File: src/rtl/mem_access_unit_pkg.sv
// Shared encodings for the load/store engine: FSM states, access sizes,
// error codes and the request legality check used at launch time.
package mem_access_unit_pkg;

    typedef enum logic [1:0] {
        MAU_IDLE = 2'd0,
        MAU_REQ  = 2'd1,
        MAU_DONE = 2'd2,
        MAU_ERR  = 2'd3
    } mau_state_e;

    localparam logic [1:0] SIZE_BYTE = 2'b00;
    localparam logic [1:0] SIZE_HALF = 2'b01;
    localparam logic [1:0] SIZE_WORD = 2'b10;
    localparam logic [1:0] SIZE_ILL  = 2'b11;

    localparam logic [1:0] ERR_NONE     = 2'b00;
    localparam logic [1:0] ERR_MISALIGN = 2'b01;
    localparam logic [1:0] ERR_TIMEOUT  = 2'b10;
    localparam logic [1:0] ERR_ILLEGAL  = 2'b11;

    // Illegal size takes priority over alignment so a size-11 request never reports 01.
    function automatic logic [1:0] check_request(input logic [1:0] size, input logic [1:0] addr_lo);
        logic [1:0] code;
        code = ERR_NONE;
        if (size == SIZE_ILL) begin
            code = ERR_ILLEGAL;
        end else if ((size == SIZE_HALF) && addr_lo[0]) begin
            code = ERR_MISALIGN;
        end else if ((size == SIZE_WORD) && (addr_lo != 2'b00)) begin
            code = ERR_MISALIGN;
        end
        return code;
    endfunction

endpackage

File: src/rtl/mem_access_unit_lane.sv
// Byte-lane steering: store enables/replication and load lane extract with
// sign or zero extension. Purely combinational.
module mau_lane
    import mem_access_unit_pkg::*;
(
    input  logic [1:0]  size_i,
    input  logic        sext_i,
    input  logic [1:0]  addr_lo_i,
    input  logic [31:0] wdata_i,
    input  logic [31:0] rdata_raw_i,
    output logic [3:0]  be_o,
    output logic [31:0] wdata_o,
    output logic [31:0] rdata_o
);

    logic [7:0]  lane [4];
    logic [7:0]  byte_sel;
    logic [15:0] half_sel;

    genvar gi;
    generate
        for (gi = 0; gi < 4; gi++) begin : g_lane
            assign lane[gi] = rdata_raw_i[8*gi +: 8];
        end
    endgenerate

    assign byte_sel = lane[addr_lo_i];
    assign half_sel = addr_lo_i[1] ? rdata_raw_i[31:16] : rdata_raw_i[15:0];

    always_comb begin
        be_o    = 4'b0000;
        wdata_o = 32'h0;
        rdata_o = 32'h0;
        case (size_i)
            SIZE_BYTE: begin
                be_o    = 4'b0001 << addr_lo_i;
                wdata_o = {4{wdata_i[7:0]}};
                rdata_o = {{24{sext_i & byte_sel[7]}}, byte_sel};
            end
            SIZE_HALF: begin
                be_o    = 4'b0011 << {addr_lo_i[1], 1'b0};
                wdata_o = {2{wdata_i[15:0]}};
                rdata_o = {{16{sext_i & half_sel[15]}}, half_sel};
            end
            SIZE_WORD: begin
                be_o    = 4'b1111;
                wdata_o = wdata_i;
                rdata_o = rdata_raw_i;
            end
            default: begin
                be_o    = 4'b0000;
                wdata_o = 32'h0;
                rdata_o = 32'h0;
            end
        endcase
    end

endmodule

File: src/rtl/mem_access_unit.sv
// Load/store engine: validates the request, runs a req/ack handshake with a
// variable-latency memory and aborts on a bus timeout.
module mem_access_unit
    import mem_access_unit_pkg::*;
#(
    parameter int ADDR_W  = 14,
    parameter int TIMEOUT = 16
) (
    input  logic              clk_i,
    input  logic              rst_ni,
    input  logic              start_i,
    input  logic              we_i,
    input  logic [1:0]        size_i,
    input  logic              sext_i,
    input  logic [ADDR_W-1:0] addr_i,
    input  logic [31:0]       wdata_i,
    output logic              busy_o,
    output logic              done_o,
    output logic              err_o,
    output logic [1:0]        err_code_o,
    output logic [31:0]       rdata_o,
    output logic              mem_req_o,
    output logic              mem_we_o,
    output logic [ADDR_W-3:0] mem_addr_o,
    output logic [3:0]        mem_be_o,
    output logic [31:0]       mem_wdata_o,
    input  logic [31:0]       mem_rdata_i,
    input  logic              mem_ack_i
);

    localparam int CNT_W = (TIMEOUT < 2) ? 1 : $clog2(TIMEOUT);
    localparam bit TO_EN = (TIMEOUT != 0);
    localparam logic [CNT_W-1:0] CNT_LAST = CNT_W'((TIMEOUT > 0) ? (TIMEOUT - 1) : 0);

    mau_state_e        state_q, state_d;
    logic [CNT_W-1:0]  cnt_q, cnt_d;
    logic [1:0]        err_code_q, err_code_d;
    logic [31:0]       rdata_q, rdata_d;
    logic              accept;
    logic [1:0]        req_code;

    logic              we_q;
    logic [1:0]        size_q;
    logic              sext_q;
    logic [ADDR_W-1:0] addr_q;
    logic [31:0]       wdata_q;

    logic [3:0]        lane_be;
    logic [31:0]       lane_wdata;
    logic [31:0]       lane_rdata;
    logic              in_req;

    assign req_code = check_request(size_i, addr_i[1:0]);

    mau_lane u_lane (
        .size_i      (size_q),
        .sext_i      (sext_q),
        .addr_lo_i   (addr_q[1:0]),
        .wdata_i     (wdata_q),
        .rdata_raw_i (mem_rdata_i),
        .be_o        (lane_be),
        .wdata_o     (lane_wdata),
        .rdata_o     (lane_rdata)
    );

    always_ff @(posedge clk_i or negedge rst_ni) begin
        if (!rst_ni) begin
            state_q    <= MAU_IDLE;
            cnt_q      <= '0;
            err_code_q <= ERR_NONE;
            rdata_q    <= 32'h0;
        end else begin
            state_q    <= state_d;
            cnt_q      <= cnt_d;
            err_code_q <= err_code_d;
            rdata_q    <= rdata_d;
        end
    end

    always_ff @(posedge clk_i or negedge rst_ni) begin
        if (!rst_ni) begin
            we_q    <= 1'b0;
            size_q  <= SIZE_BYTE;
            sext_q  <= 1'b0;
            addr_q  <= '0;
            wdata_q <= 32'h0;
        end else if (accept) begin
            we_q    <= we_i;
            size_q  <= size_i;
            sext_q  <= sext_i;
            addr_q  <= addr_i;
            wdata_q <= wdata_i;
        end
    end

    always_comb begin
        state_d    = state_q;
        cnt_d      = cnt_q;
        err_code_d = err_code_q;
        rdata_d    = rdata_q;
        accept     = 1'b0;
        case (state_q)
            MAU_IDLE: begin
                cnt_d = '0;
                if (start_i) begin
                    err_code_d = req_code;
                    if (req_code != ERR_NONE) begin
                        state_d = MAU_ERR;
                    end else begin
                        state_d = MAU_REQ;
                        accept  = 1'b1;
                    end
                end
            end
            MAU_REQ: begin
                cnt_d = cnt_q + CNT_W'(1);
                // An ack on the final allowed cycle still completes the access.
                if (mem_ack_i) begin
                    state_d = MAU_DONE;
                    cnt_d   = '0;
                    if (!we_q) begin
                        rdata_d = lane_rdata;
                    end
                end else if (TO_EN && (cnt_q == CNT_LAST)) begin
                    state_d    = MAU_ERR;
                    err_code_d = ERR_TIMEOUT;
                    cnt_d      = '0;
                end
            end
            MAU_DONE: state_d = MAU_IDLE;
            MAU_ERR:  state_d = MAU_IDLE;
            default:  state_d = MAU_IDLE;
        endcase
    end

    assign in_req      = (state_q == MAU_REQ);
    assign busy_o      = in_req;
    assign done_o      = (state_q == MAU_DONE);
    assign err_o       = (state_q == MAU_ERR);
    assign err_code_o  = err_code_q;
    assign rdata_o     = rdata_q;
    assign mem_req_o   = in_req;
    assign mem_we_o    = in_req & we_q;
    assign mem_addr_o  = in_req ? addr_q[ADDR_W-1:2] : '0;
    assign mem_be_o    = in_req ? lane_be : 4'b0000;
    assign mem_wdata_o = in_req ? lane_wdata : 32'h0;

endmodule

File: config.mk
export PLATFORM = sky130hd
export DESIGN_NAME = mem_access_unit
export DESIGN_NICKNAME = d
export VERILOG_FILES = /design/src/rtl/mem_access_unit_pkg.sv /design/src/rtl/mem_access_unit_lane.sv /design/src/rtl/mem_access_unit.sv
export SDC_FILE = /design/constraint.sdc
export NUM_CORES = 1
export LEC_CHECK = 0
export BUFFER_PORTS_ARGS = -buffer_cell sky130_fd_sc_hd__buf_2
export CAP_MARGIN = 20
export CORE_MARGIN = 10
export CORE_UTILIZATION = 51
export DETAILED_ROUTE_END_ITERATION = 12
export PLACE_DENSITY = 0.8
export SLEW_MARGIN = 20
export SYNTH_ARGS = -nofsm -noshare
export SYNTH_HDL_FRONTEND = slang
export SYNTH_SLANG_ARGS = --single-unit
File: constraint.sdc
create_clock -name clk_i -period 2.45 [get_ports clk_i]
set_clock_uncertainty 0.05 [all_clocks]
set_input_delay 0.49 -clock clk_i [delete_from_list [all_inputs] [get_ports clk_i]]
set_output_delay 0.49 -clock clk_i [all_outputs]
set_load 0.01 [all_outputs]
## Yosys cells after proc, flatten, opt, wreduce, memory -nomap -nowiden

Index checks and enable logic that the tools add are counted.

| operators by class | value |
|---|---|
| shift-type cells | 2 |
| $lt $le $gt $ge | 1 |
| reduce and logical (&&, ||, !) cells | 11 |
| mux-type cells | 28 |
| $add $sub $neg | 1 |
| equality and inequality tests | 13 |
| bitwise gates (word level) | 5 |

Operators by type and width:

| kind | count |
|---|---|
| $pmux W32 S3 | 2 |
| $mux W32 | 1 |
| $mux W2 | 9 |
| $bmux W8 S2 | 1 |
| $mux W16 | 1 |
| $mux W8 | 2 |
| $mux W12 | 1 |
| $mux W4 | 3 |
| $pmux W4 S3 | 1 |
| $eq A2 B2 Y1 const B | 5 |
| $pmux W4 S2 | 1 |
| $eq A2 B1 Y1 const B | 3 |
| $pmux W2 S3 | 1 |
| $reduce_bool A2 Y1 | 3 |
| $add A4 B1 Y4 const B | 1 |
| $eq A4 B4 Y1 const B | 1 |
| $logic_not A2 Y1 | 2 |
| $mux W1 | 4 |
| $ne A2 B2 Y1 const B | 2 |
| $pmux W2 S2 | 1 |
| $reduce_and A4 Y1 | 1 |
| $shl A1 B2 Y4 const A | 1 |
| $shl A2 B2 Y4 const A | 1 |
| $and A1 B1 Y1 | 3 |
| 9 further kinds | 10 |

| word-level totals | value |
|---|---|
| bits in registers | 90 |
| input port bits | 86 |
| logic and storage cells | 70 |

## Logic depth before layout (Yosys ltp)

| logic depth | value |
|---|---|
| depth after elaboration | 9 |
| depth in mapped cells | 7 |
| depth with buffers taken out | 5 |

## Hierarchy

Synthesis repeated with hierarchy kept, for this count alone.

| unflattened totals | value |
|---|---|
| cells, all modules | 448 |
| area total of the unflattened synthesis | 4997.3 µm² |

By module, submodules not included:

| module | cells an instance | area each (µm²) | seq. area each (µm²) | instances |
|---|---|---|---|---|
| mem_access_unit | 275 | 3868.7 | 2252.2 | 1 |
| mau_lane | 173 | 1128.6 | 0.0 | 1 |

## Worst setup path after synthesis

No wires, ideal clock.

| timing path | value |
|---|---|
| path type | flip-flop to output port |
| start point | register size_q[0] |
| end point | output mem_wdata_o[31] |
| stages on the path, launching flop included | 7 |
| arrival | 1.348 ns |
| setup slack | 0.562 ns |
| required time | 1.910 ns |
| cells stage by stage | dfrtp_1 buf_2 nor2b_1 clkbuf_1 clkbuf_1 nand2_1 a21oi_1 |

| between the ends | value |
|---|---|
| cells in the longest elaborated chain, start to end | 3 |

Ends and longest elaborated chain:

| what | RTL line | text |
|---|---|---|
| from (decl) | mem_access_unit.sv:43 | `logic [1:0] size_q;` |
| from (signal assigned) | mem_access_unit.sv:89 | `size_q <= size_i;` |
| $eq A2 B2 Y1 (tied with other cells) | mem_access_unit_lane.sv:34 | `case (size_i)` |
| $pmux W32 S3 (*) | mem_access_unit_lane.sv:34 |  |
| $mux W32 (*) | mem_access_unit.sv:146 | `assign mem_wdata_o = in_req ? lane_wdata : 32'h0;` |
| to (decl) | mem_access_unit.sv:26 | `output logic [31:0] mem_wdata_o,` |

Every way passes the cells marked *; elsewhere a longest branch is shown, timed or not.

## Worst setup path after layout

| timing path | value |
|---|---|
| start point | register size_q[0] |
| end point | output mem_wdata_o[15] |

The elaborated chain is that of the path after synthesis.

==> results.toml <==
[global_routing]
grt_pass1_wl_um = 23500
grt_max_degree = 45
grt_overflow = 0
antenna_found_initial = 0
grt_usage_pct = 20.1
grt_pass1_vias = 4572

[cts]
htree_levels = 3
clkTransAtPathRegs_ps = 100
cts.sinks = 90
cts_root_buf = "clkbuf_8"
clock_path_buffers = 2
numCtsBuffers = 9
clk_latency_ps = 350
cts_tree = "built"

[logic_synthesis]
synth-seq-area-share_pct = 45.3
syn_inst = 497
ys_types = 39
synth-async-reset-ratio_pct = 100
syn_area_um2 = 4970
yosysWarnings = 0
synth_common_cells = "dfrtp_1 (90), a21oi_1 (52), nand2_1 (51)"
yosysTopAreaCell = "dfrtp_1"
synthFlopType = "dfrtp_1"
yosysMostFrequentCell = "dfrtp_1"
syn_nets = 584
postSynthAreaPerCell_um2 = 10.0
ys_ff_latch = 90
synth_top_area_share_pct = 45.3
synth_edf_count = 0
synth_top_cells_by_area = "dfrtp_1 (45%), mux2_4 (15%), a21oi_1 (5.2%)"

[layout]
nFillCells = 812
instances_no_fill = 792
diodes = 0
area_delta_synth_final_pct = 23.7
fin_nets = 745
drive_gt1_share_pct = 40.9

[power]
p_per_area_nw_per_um2 = 1240
finalPower_w = 0.00765
power.leakage_nw = 3.27
irDropWorstVdd_mv = 0.618

[worst_hold_path]
hold_class = "input port to async pin"

[worst_setup_path]
r2r-start = "state_q[1]"
crit_chain = "buf_4, nor2b_4, buf_6, nand2_1, a21oi_1, buf_2"
reg2reg_setup_slack_ps = 510
cp.arrival_ps = 1770
critical_path_peak_fanout = 18
end_kind = "primary output"
cp.required_ps = 1910
path_class = "register to primary output"
start_kind = "register"
crit_start = "size_q[0]"
crit_slowest_cell = "dfrtp_1"
cpPeakStageDelay_ps = 400

[route]
via_per_inst = 5.42
drt-total-wl_um = 14500
wl_per_cell_um = 18.3
drtAntennaViolNets = 0
route.detailed.drc = 0
drt_iter0_drc = 354
dr.pass1.iters = 4
vias = 4294

[timing]
tightest_slew_ps = 721
rsz0062_at_grt = "no"
post-route-min-period_ps = 2310
fin_ws_ps = 142
final_hold_viol_count = 0
drv_slew = 0
hold_ws_ps = 66.5
setup_total_negative_slack_ps = 0
fmax_mhz = 433
period_share_pct = 94.2
slew_headroom_pct = 51.9
final-setup-viol-count = 0

[placement]
gp_congestion = 0.951
io_buffers = 172
hpwl_um = 11100
pre_cts_ws_ps = 321
place_inst = 775

[die]
die-area_um2 = 14100
initial_core_util_pct = 53.0
die_h_um = 119
pin_count = 173
die_w_um = 119
core_area_um2 = 9370
row_count = 35

[flow_run]
maxCapViolations = 0

[status]
status = "completed"
==> per-layer routing <==
metal	part of all wire [%]	vias to the layer above	wire length [µm]	GRT usage, %
li1	-	2030	-	-
met1	43	2058	6250	25.3
met2	47	181	6870	32.4
met3	7.5	25	1090	5.71
met4	2.1	0	310	6.49
met5	0	-	0	0
==> worst paths after layout <==
check / to / cells past startpoint
setup reg to reg: rdata_o[30] / 5
hold / removal: wdata_q[6] / 1
setup / recovery: mem_wdata_o[15] / 6
hold reg to reg: rdata_o[30] / 2
min in group clk_i: wdata_q[11] / 2
max in group asynchronous: state_q[0] / 2
==> critical path, delay by kind of cell (launching register included) <==
kind / cells / cell delay (ps)
AO/OA/AOI/OAI: 1 / 180
buffers and inverters: 3 / 570
flip-flops: 1 / 400
AND/OR/NAND/NOR: 2 / 250
==> placed cells by master, fill, tap and decap left out, types with 2 or more instances in the layout <==
cell type and count:
buf_2 171, dfrtp_1 89, a21oi_1 52, nand2_1 51, mux2_4 50, nand3_1 36, nor2_1 28, and2_1 22
buf_4 15, nand2b_1 13, inv_1 13, o22ai_1 13, o21ai_0 12, mux2i_1 11, nor2b_1 11, nor3_1 11
clkbuf_8 11, or2_2 8, and3_1 7, a21o_1 6, o211ai_1 3, buf_12 3, clkinvlp_4 2, o21a_1 2
==> registers in the layout (all words and copies together) (netlist names) <==
signal,cells
state_q,2
we_q,1
rdata_o,32
wdata_q,32
addr_q,14
err_code_o,2
sext_q,1
size_q,2
cnt_q,4
==> what timing repair did <==
action,4_1_cts,5_1_grt
gates resized for setup,0,3
endpoints found under the setup margin,0,17
hold buffers,0,0
buffers inserted,0,1
hold endpoints to repair,0,0
==> cells by family after synthesis <==
logic type	Yosys count	synth area share, %
simple gates	194	19.6
compound gates	97	11.4
flops	90	45.3
mux	61	17.3
buf+inv	54	6.09
fa+ha+maj	1	0.252
==> final cells by class <==
cell class	instances	area (µm²)	share of cell area [%]
clock buffers	11	151	2.46
clock inverters	5	60.1	0.977
inverters	14	56.3	0.916
multi-input cells	353	2430	39.5
flip-flops and latches	90	2250	36.7
well taps	129	161	2.63
repair buffers	190	1040	16.9
==> stage by stage <==
stage	cell area, µm²	util [%]
3_3_place_gp	5920	63.2
6_report	6150	65.6
4_1_cts	6130	65.4
5_1_grt	6150	65.6
3_5_place_dp	5920	63.2
2_1_floorplan	4970	-
==> power breakdown <==
group | total, W | leakage (nW) | switching, W | internal, W
Combinational | 0.00386 | 2.06 | 0.00196 | 0.00189
Sequential | 0.00272 | 1.10 | 0.000527 | 0.00219
Clock | 0.00108 | 0.106 | 0.000548 | 0.000532
Note: power is estimated with default switching activity, not from simulation.
